[config.mk]
export PLATFORM = sky130hd
export DESIGN_NAME = timer_status
export DESIGN_NICKNAME = d
export VERILOG_FILES = /design/src/rtl/timer_status_pkg.sv /design/src/rtl/timer_status_edge_detect.sv /design/src/rtl/timer_status.sv
export SDC_FILE = /design/constraint.sdc
export NUM_CORES = 1
export LEC_CHECK = 0
export CORE_AREA = 2 2 39 41
export CTS_BUF_LIST = sky130_fd_sc_hd__clkbuf_16
export CTS_CLUSTER_SIZE = 30
export DETAILED_ROUTE_END_ITERATION = 16
export DIE_AREA = 0 0 41 43
export PLACE_DENSITY = 0.61
export SYNTH_ARGS = -nofsm -noshare
export SYNTH_HDL_FRONTEND = slang
export SYNTH_SLANG_ARGS = --single-unit
[constraint.sdc]
create_clock -name clk -period 0.85 [get_ports clk]
set_input_delay 0.1275 -clock clk [delete_from_list [all_inputs] [get_ports clk]]
set_output_delay 0.1275 -clock clk [all_outputs]
set_load 0.01 [all_outputs]
[src/rtl/timer_status_pkg.sv]
// timer_status_pkg: shared register width and TSR bit positions for the timer status block.
package timer_status_pkg;
  localparam int DATA_WIDTH  = 8;
  localparam int TSR_OVF_BIT = 0;
  localparam int TSR_UDF_BIT = 1;
  localparam int TSR_ORN_BIT = 2;
endpackage

[src/rtl/timer_status_edge_detect.sv]
// edge_detect: 1-bit rising-edge detector against a registered copy, synchronous reset.
module edge_detect (
  input  logic clk,
  input  logic rst,
  input  logic d,
  output logic pulse
);
  logic q;
  always_ff @(posedge clk)
    q <= rst ? 1'b0 : d;
  assign pulse = d & ~q;
endmodule

[src/rtl/timer_status.sv]
// timer_status: sticky OVF/UDF/ORN status register with write-0-to-clear; optional irq under TIMER_STATUS_IRQ_EN.
module timer_status import timer_status_pkg::*; #(
  parameter int DATA_WIDTH = timer_status_pkg::DATA_WIDTH
) (
  input  logic                  clk,
  input  logic                  rst,
  input  logic                  tmr_ovf,
  input  logic                  tmr_udf,
  input  logic                  tsr_we,
  input  logic [DATA_WIDTH-1:0] tsr_wdata,
  input  logic                  ovf_ie,
  input  logic                  udf_ie,
  output logic [DATA_WIDTH-1:0] tsr,
  output logic                  irq
);
  logic ovf_ev, udf_ev;
  logic [2:0] flags, clr, set;
  edge_detect u_ovf (.clk(clk), .rst(rst), .d(tmr_ovf), .pulse(ovf_ev));
  edge_detect u_udf (.clk(clk), .rst(rst), .d(tmr_udf), .pulse(udf_ev));
  assign clr = tsr_we ? ~tsr_wdata[2:0] : 3'b000;
  always_comb begin
    set = 3'b000;
    set[TSR_OVF_BIT] = ovf_ev;
    set[TSR_UDF_BIT] = udf_ev;
    set[TSR_ORN_BIT] = (ovf_ev & flags[TSR_OVF_BIT]) | (udf_ev & flags[TSR_UDF_BIT]);
  end
  // set beats a same-cycle software clear
  always_ff @(posedge clk)
    flags <= rst ? 3'b000 : set | (flags & ~clr);
  assign tsr = {{(DATA_WIDTH-3){1'b0}}, flags};
`ifdef TIMER_STATUS_IRQ_EN
  always_ff @(posedge clk)
    irq <= rst ? 1'b0 : (flags[TSR_OVF_BIT] & ovf_ie) | (flags[TSR_UDF_BIT] & udf_ie);
  logic unused;
  assign unused = ^tsr_wdata[DATA_WIDTH-1:3];
`else
  assign irq = 1'b0;
  logic unused;
  assign unused = ^{ovf_ie, udf_ie, tsr_wdata[DATA_WIDTH-1:3]};
`endif
endmodule

Yosys cells after proc, flatten, opt, wreduce, memory -nomap -nowiden
Cells that the tools add are included.
Widths: inputs -> output; s select.
{"block": "word_totals", "reg_bits": 5, "in_bits": 15, "output_inout_bits": 9, "elab_cells": 15}
{"block": "op_classes", "mux": 1, "n_bitwise": 11}
{"cell": "$not 3->3", "n": 2}
{"cell": "$and 1x1->1", "n": 4}
{"cell": "$and 3x3->3", "n": 1}
{"cell": "$mux 3", "n": 1}
{"cell": "$or 3x3->3", "n": 1}
{"cell": "$not 1->1", "n": 2}
{"cell": "$or 1x1->1", "n": 1}

Depth between registers and ports, before layout
{"block": "depth", "ltp_word": 5, "ltp_mapped": 3, "ltp_nobuf": 3}

Hierarchy
Synthesis repeated with hierarchy kept, for this count alone.
{"block": "unflattened", "cells_unflattened": 25, "area_unflattened_um2": 254.0}
{"module": "timer_status", "n_inst": 1, "cells_per_inst": 19, "area_per_inst_um2": 158.9, "seq_area_each_um2": 60.1}
{"module": "edge_detect", "n_inst": 2, "cells_per_inst": 3, "area_per_inst_um2": 47.5, "seq_area_each_um2": 20.0}

Worst setup path after synthesis
No wires, ideal clock.
{"block": "synth_timing", "path_kind": "reg2reg", "startpoint": "register flags[0]", "endpoint": "register flags[2]", "setup_ns": 0.095, "arrival_time_ns": 0.649, "t_required_ns": 0.755, "path_slack_ns": 0.106, "path_stages_with_launch": 3, "path_buffers": 0, "period_less_slack_ns": 0.744, "path_cell_list": "dfxtp_1 inv_1 o311ai_1"}
{"block": "synth_between", "elab_chain_cells": 3}
{"item": "from (decl)", "line": "timer_status.sv:17", "text": "logic [2:0] flags, clr, set;"}
{"item": "from (signal assigned)", "line": "timer_status.sv:29", "text": "flags <= rst ? 3'b000 : set | (flags & ~clr);"}
{"item": "$and 1x1->1", "line": "timer_status.sv:25", "text": "set[TSR_ORN_BIT] = (ovf_ev & flags[TSR_OVF_BIT]) | (udf_ev & flags[TSR_UDF_BIT]);"}
{"item": "$or 1x1->1", "line": "timer_status.sv:25"}
{"item": "$or 3x3->3", "line": "timer_status.sv:29"}
No other way between the ends.
A chain may end at the register's enable or synchronous reset.

Final worst setup path
{"block": "layout_timing", "startpoint": "input port tmr_udf", "endpoint": "register flags[2]"}
{"block": "layout_between", "elab_chain_cells": 4}
{"item": "from (decl)", "line": "timer_status.sv:8", "text": "input logic tmr_udf,"}
{"item": "$and 1x1->1", "line": "timer_status_edge_detect.sv:11", "text": "assign pulse = d & ~q;"}
{"item": "$and 1x1->1", "line": "timer_status.sv:25"}
{"item": "$or 1x1->1", "line": "timer_status.sv:25"}
{"item": "$or 3x3->3", "line": "timer_status.sv:29"}
No other way between the ends.

==> results by group <==
Timing
  – RSZ-0062 raised after global routing: false
  – Highest clock rate: 1240 MHz
  – Setup violators final: 0
  – Final Skew: 0.000526 ns
  – Min Tclk post-route: between 0.8 and 0.9 ns
  – Worst setup margin: about 0.043 ns
  – Final-report hold violation count: 0
  – Final Cycle Share: between 90% and 100%
  – Max Slew Vio Count: 0

Pwr
  – Worst vdd ir: between 1 and 1.5 mV
  – PwrDens: 2620 nW/um2
  – Leak pwr: 0.000208 uW

Detailed routing
  – Met2 wire length: roughly 190 um
  – Remaining antenna violation count: 0
  – Top sig layer: met3
  – Vias/cell: 3.40
  – DRT iter0 DRCs: 0
  – DR WL met3: around 66 um
  – DRT Pass-1 Iters: 1
  – Routed vias: 197
  – Final WL: 465 um
  – DRC Markers: 0
  – Routed WL per cell: around 8 um
  – Wl on met1: approximately 210 um

Placed design
  – PortBufs: 10
  – Placed insts: 54
  – Setup Slack @ Placement: -0.251 ns
  – Routability Congestion: ~0.56

Layout
  – Area delta synth->final: 79.6%
  – Fraction of layout cells with a size suffix above 1: 33.3%
  – Post-Layout Cell Count: 58
  – Antenna Cells: 0
  – Nets@finish: 58

Synth
  – Avg Inst Size Synth: ~9 um2
  – Cell count after synthesis: 26
  – Yosys cell types: 14
  – Number of synthesized flops with an enable pin: 0
  – Leading area contributor after synthesis: dfxtp_1
  – Synth top area cells: dfxtp_1 42%, buf_4 19%, nand2b_4 5.8%
  – Post-synthesis async set-or-reset flop share: 0%
  – Seq/Total Area, Yosys: between 40% and 50%
  – Synthesized area: ~240 um2
  – Yosys warnings: 0
  – Flops & latches, synth: 5
  – Share of the synthesized area in the top cell type: a little over two fifths
  – Post-synth top flop: dfxtp_1
  – Top-count cell post-synth: buf_4
  – Top post-synthesis cells by count: 6 x buf_4, 5 x dfxtp_1, 3 x inv_1, 2 x a21oi_1

Critical path
  – CP Data Arrival Time: approximately 0.90 ns
  – Max FO, Critical Path: 2
  – WS Path Type: primary input to register
  – Critical Path RT: 0.94 ns
  – CP Launch Type: primary input
  – Crit. End Element: register

Die
  – Die Area: about 1800 um2
  – Row cnt: 14
  – Core Region: 1380 um2
  – Num ports: 24
  – Initial Utilization: between 10% and 20%
  – Die width: 41 um
  – Die Span Y: roughly 43 um

CTS
  – CTS Sinks: 5
  – Clock buffer count from CTS: 3
  – Clock buffer depth: 2
  – CTS H-tree depth: 1
  – CTS tree: built
  – Clk root buf: clkbuf_16
  – Post-CTS setup buffer count: 0
  – Clk slew on worst S/H paths: approximately 0.030 ns
  – Clk Latency, worst-skew pair: 0.22 ns

GRT
  – Largest net degree at the start of global routing: 6
  – Gr usage total: ~5.7%
  – First-pass GRT wire length: slightly below 600 um
  – GRT overflow: 0
  – Via count of the first global-routing pass: about 170
  – Initial antenna violation count: 0

Flow run
  – Max-cap viol count: 0

Hold path
  – HP Class: primary input to register

Run status
  – Outcome: finished, final reports clean
-- final cells by class --
class | instances | area (um2)
clock buffers | 3 | 75.1
clock inverters | 1 | 3.75
fillers | 154 | 955
inverters | 3 | 11.3
multi-input cells | 17 | 109
flip-flops and latches | 5 | 101
well taps | 16 | 20.0
repair buffers | 13 | 109
-- per-stage QoR --
stage	cell area (um2)	util (%)	setup TNS, ns	power (uW)	hold WS [ns]
2_1_floorplan	258	-	0	327	0.197
3_3_place_gp	355	25.7	-1.10	381	0.484
3_5_place_dp	355	25.7	-1.11	383	0.499
4_1_cts	418	30.2	0	1140	0.320
5_1_grt	429	31.0	0	1180	0.306
6_report	429	31.0	0	1120	0.279
-- final timing paths --
check / cells after the start / to / slack [ns] / from
worst max-delay path: 4 / flags[2] / 0.04 / tmr_udf
worst min-delay path: 4 / flags[0] / 0.28 / tsr_we
worst max register to register: 3 / flags[2] / 0.07 / flags[0]
worst min register to register: 2 / flags[1] / 0.50 / u_udf.q
-- cells in the final DEF, fill, tap and decap left out, drive strengths merged --
cell type and instances:
conb 6, nand3b 1, clkbuf 3, buf 6, clkdlybuf4s50 5, nor2b 2, dlymetal6s2s 1, inv 4
dfxtp 5, o311ai 1, dlygate4sd2 1, o21ai 2, nand2b 2, o211ai 1, a21oi 2
-- routing by layer --
metal  track usage (%)  vias to the layer above
li1                  -                      103
met5                 0                        -
met2              7.81                       12
met3              6.28                        0
met1              4.50                       82
met4              4.00                        0
-- cells by family (layout without fill, tap and decap cells) --
| family | count (synthesis) | count (layout) | synth area share (%) |
|---|---|---|---|
| and+or+nand+nor | 5 | 5 | 17.8 |
| other | 1 | 6 | 1.57 |
| AOI/OAI and AO/OA | 6 | 6 | 15.2 |
| DFF | 5 | 5 | 41.9 |
| buffers and inverters | 9 | 20 | 23.6 |
-- timing repair --
item                       in CTS  in global routing
pin swaps                       0                  2
hold buffers                    0                  0
resized for setup              13                  4
setup endpoints to repair       4                  1
-- state kept, by name, summed over array words and instances, names as in the netlist --
name     count
u_udf.q      1
u_ovf.q      1
flags        3
-- critical path, stage by stage --
cell and delay (ns):
clkdlybuf4s50_1 0.41, nor2b_2 0.16, nand3b_1 0.11, o311ai_2 0.10
-- report_power, final --
group | switching, uW | total, uW | internal (uW)
Clock | 145 | 753 | 608
Sequential | 5.81 | 259 | 253
Combinational | 49.5 | 112 | 62.8
Total | 200 | 1120 | 925
No activity file was read; power rests on OpenSTA's default activity.
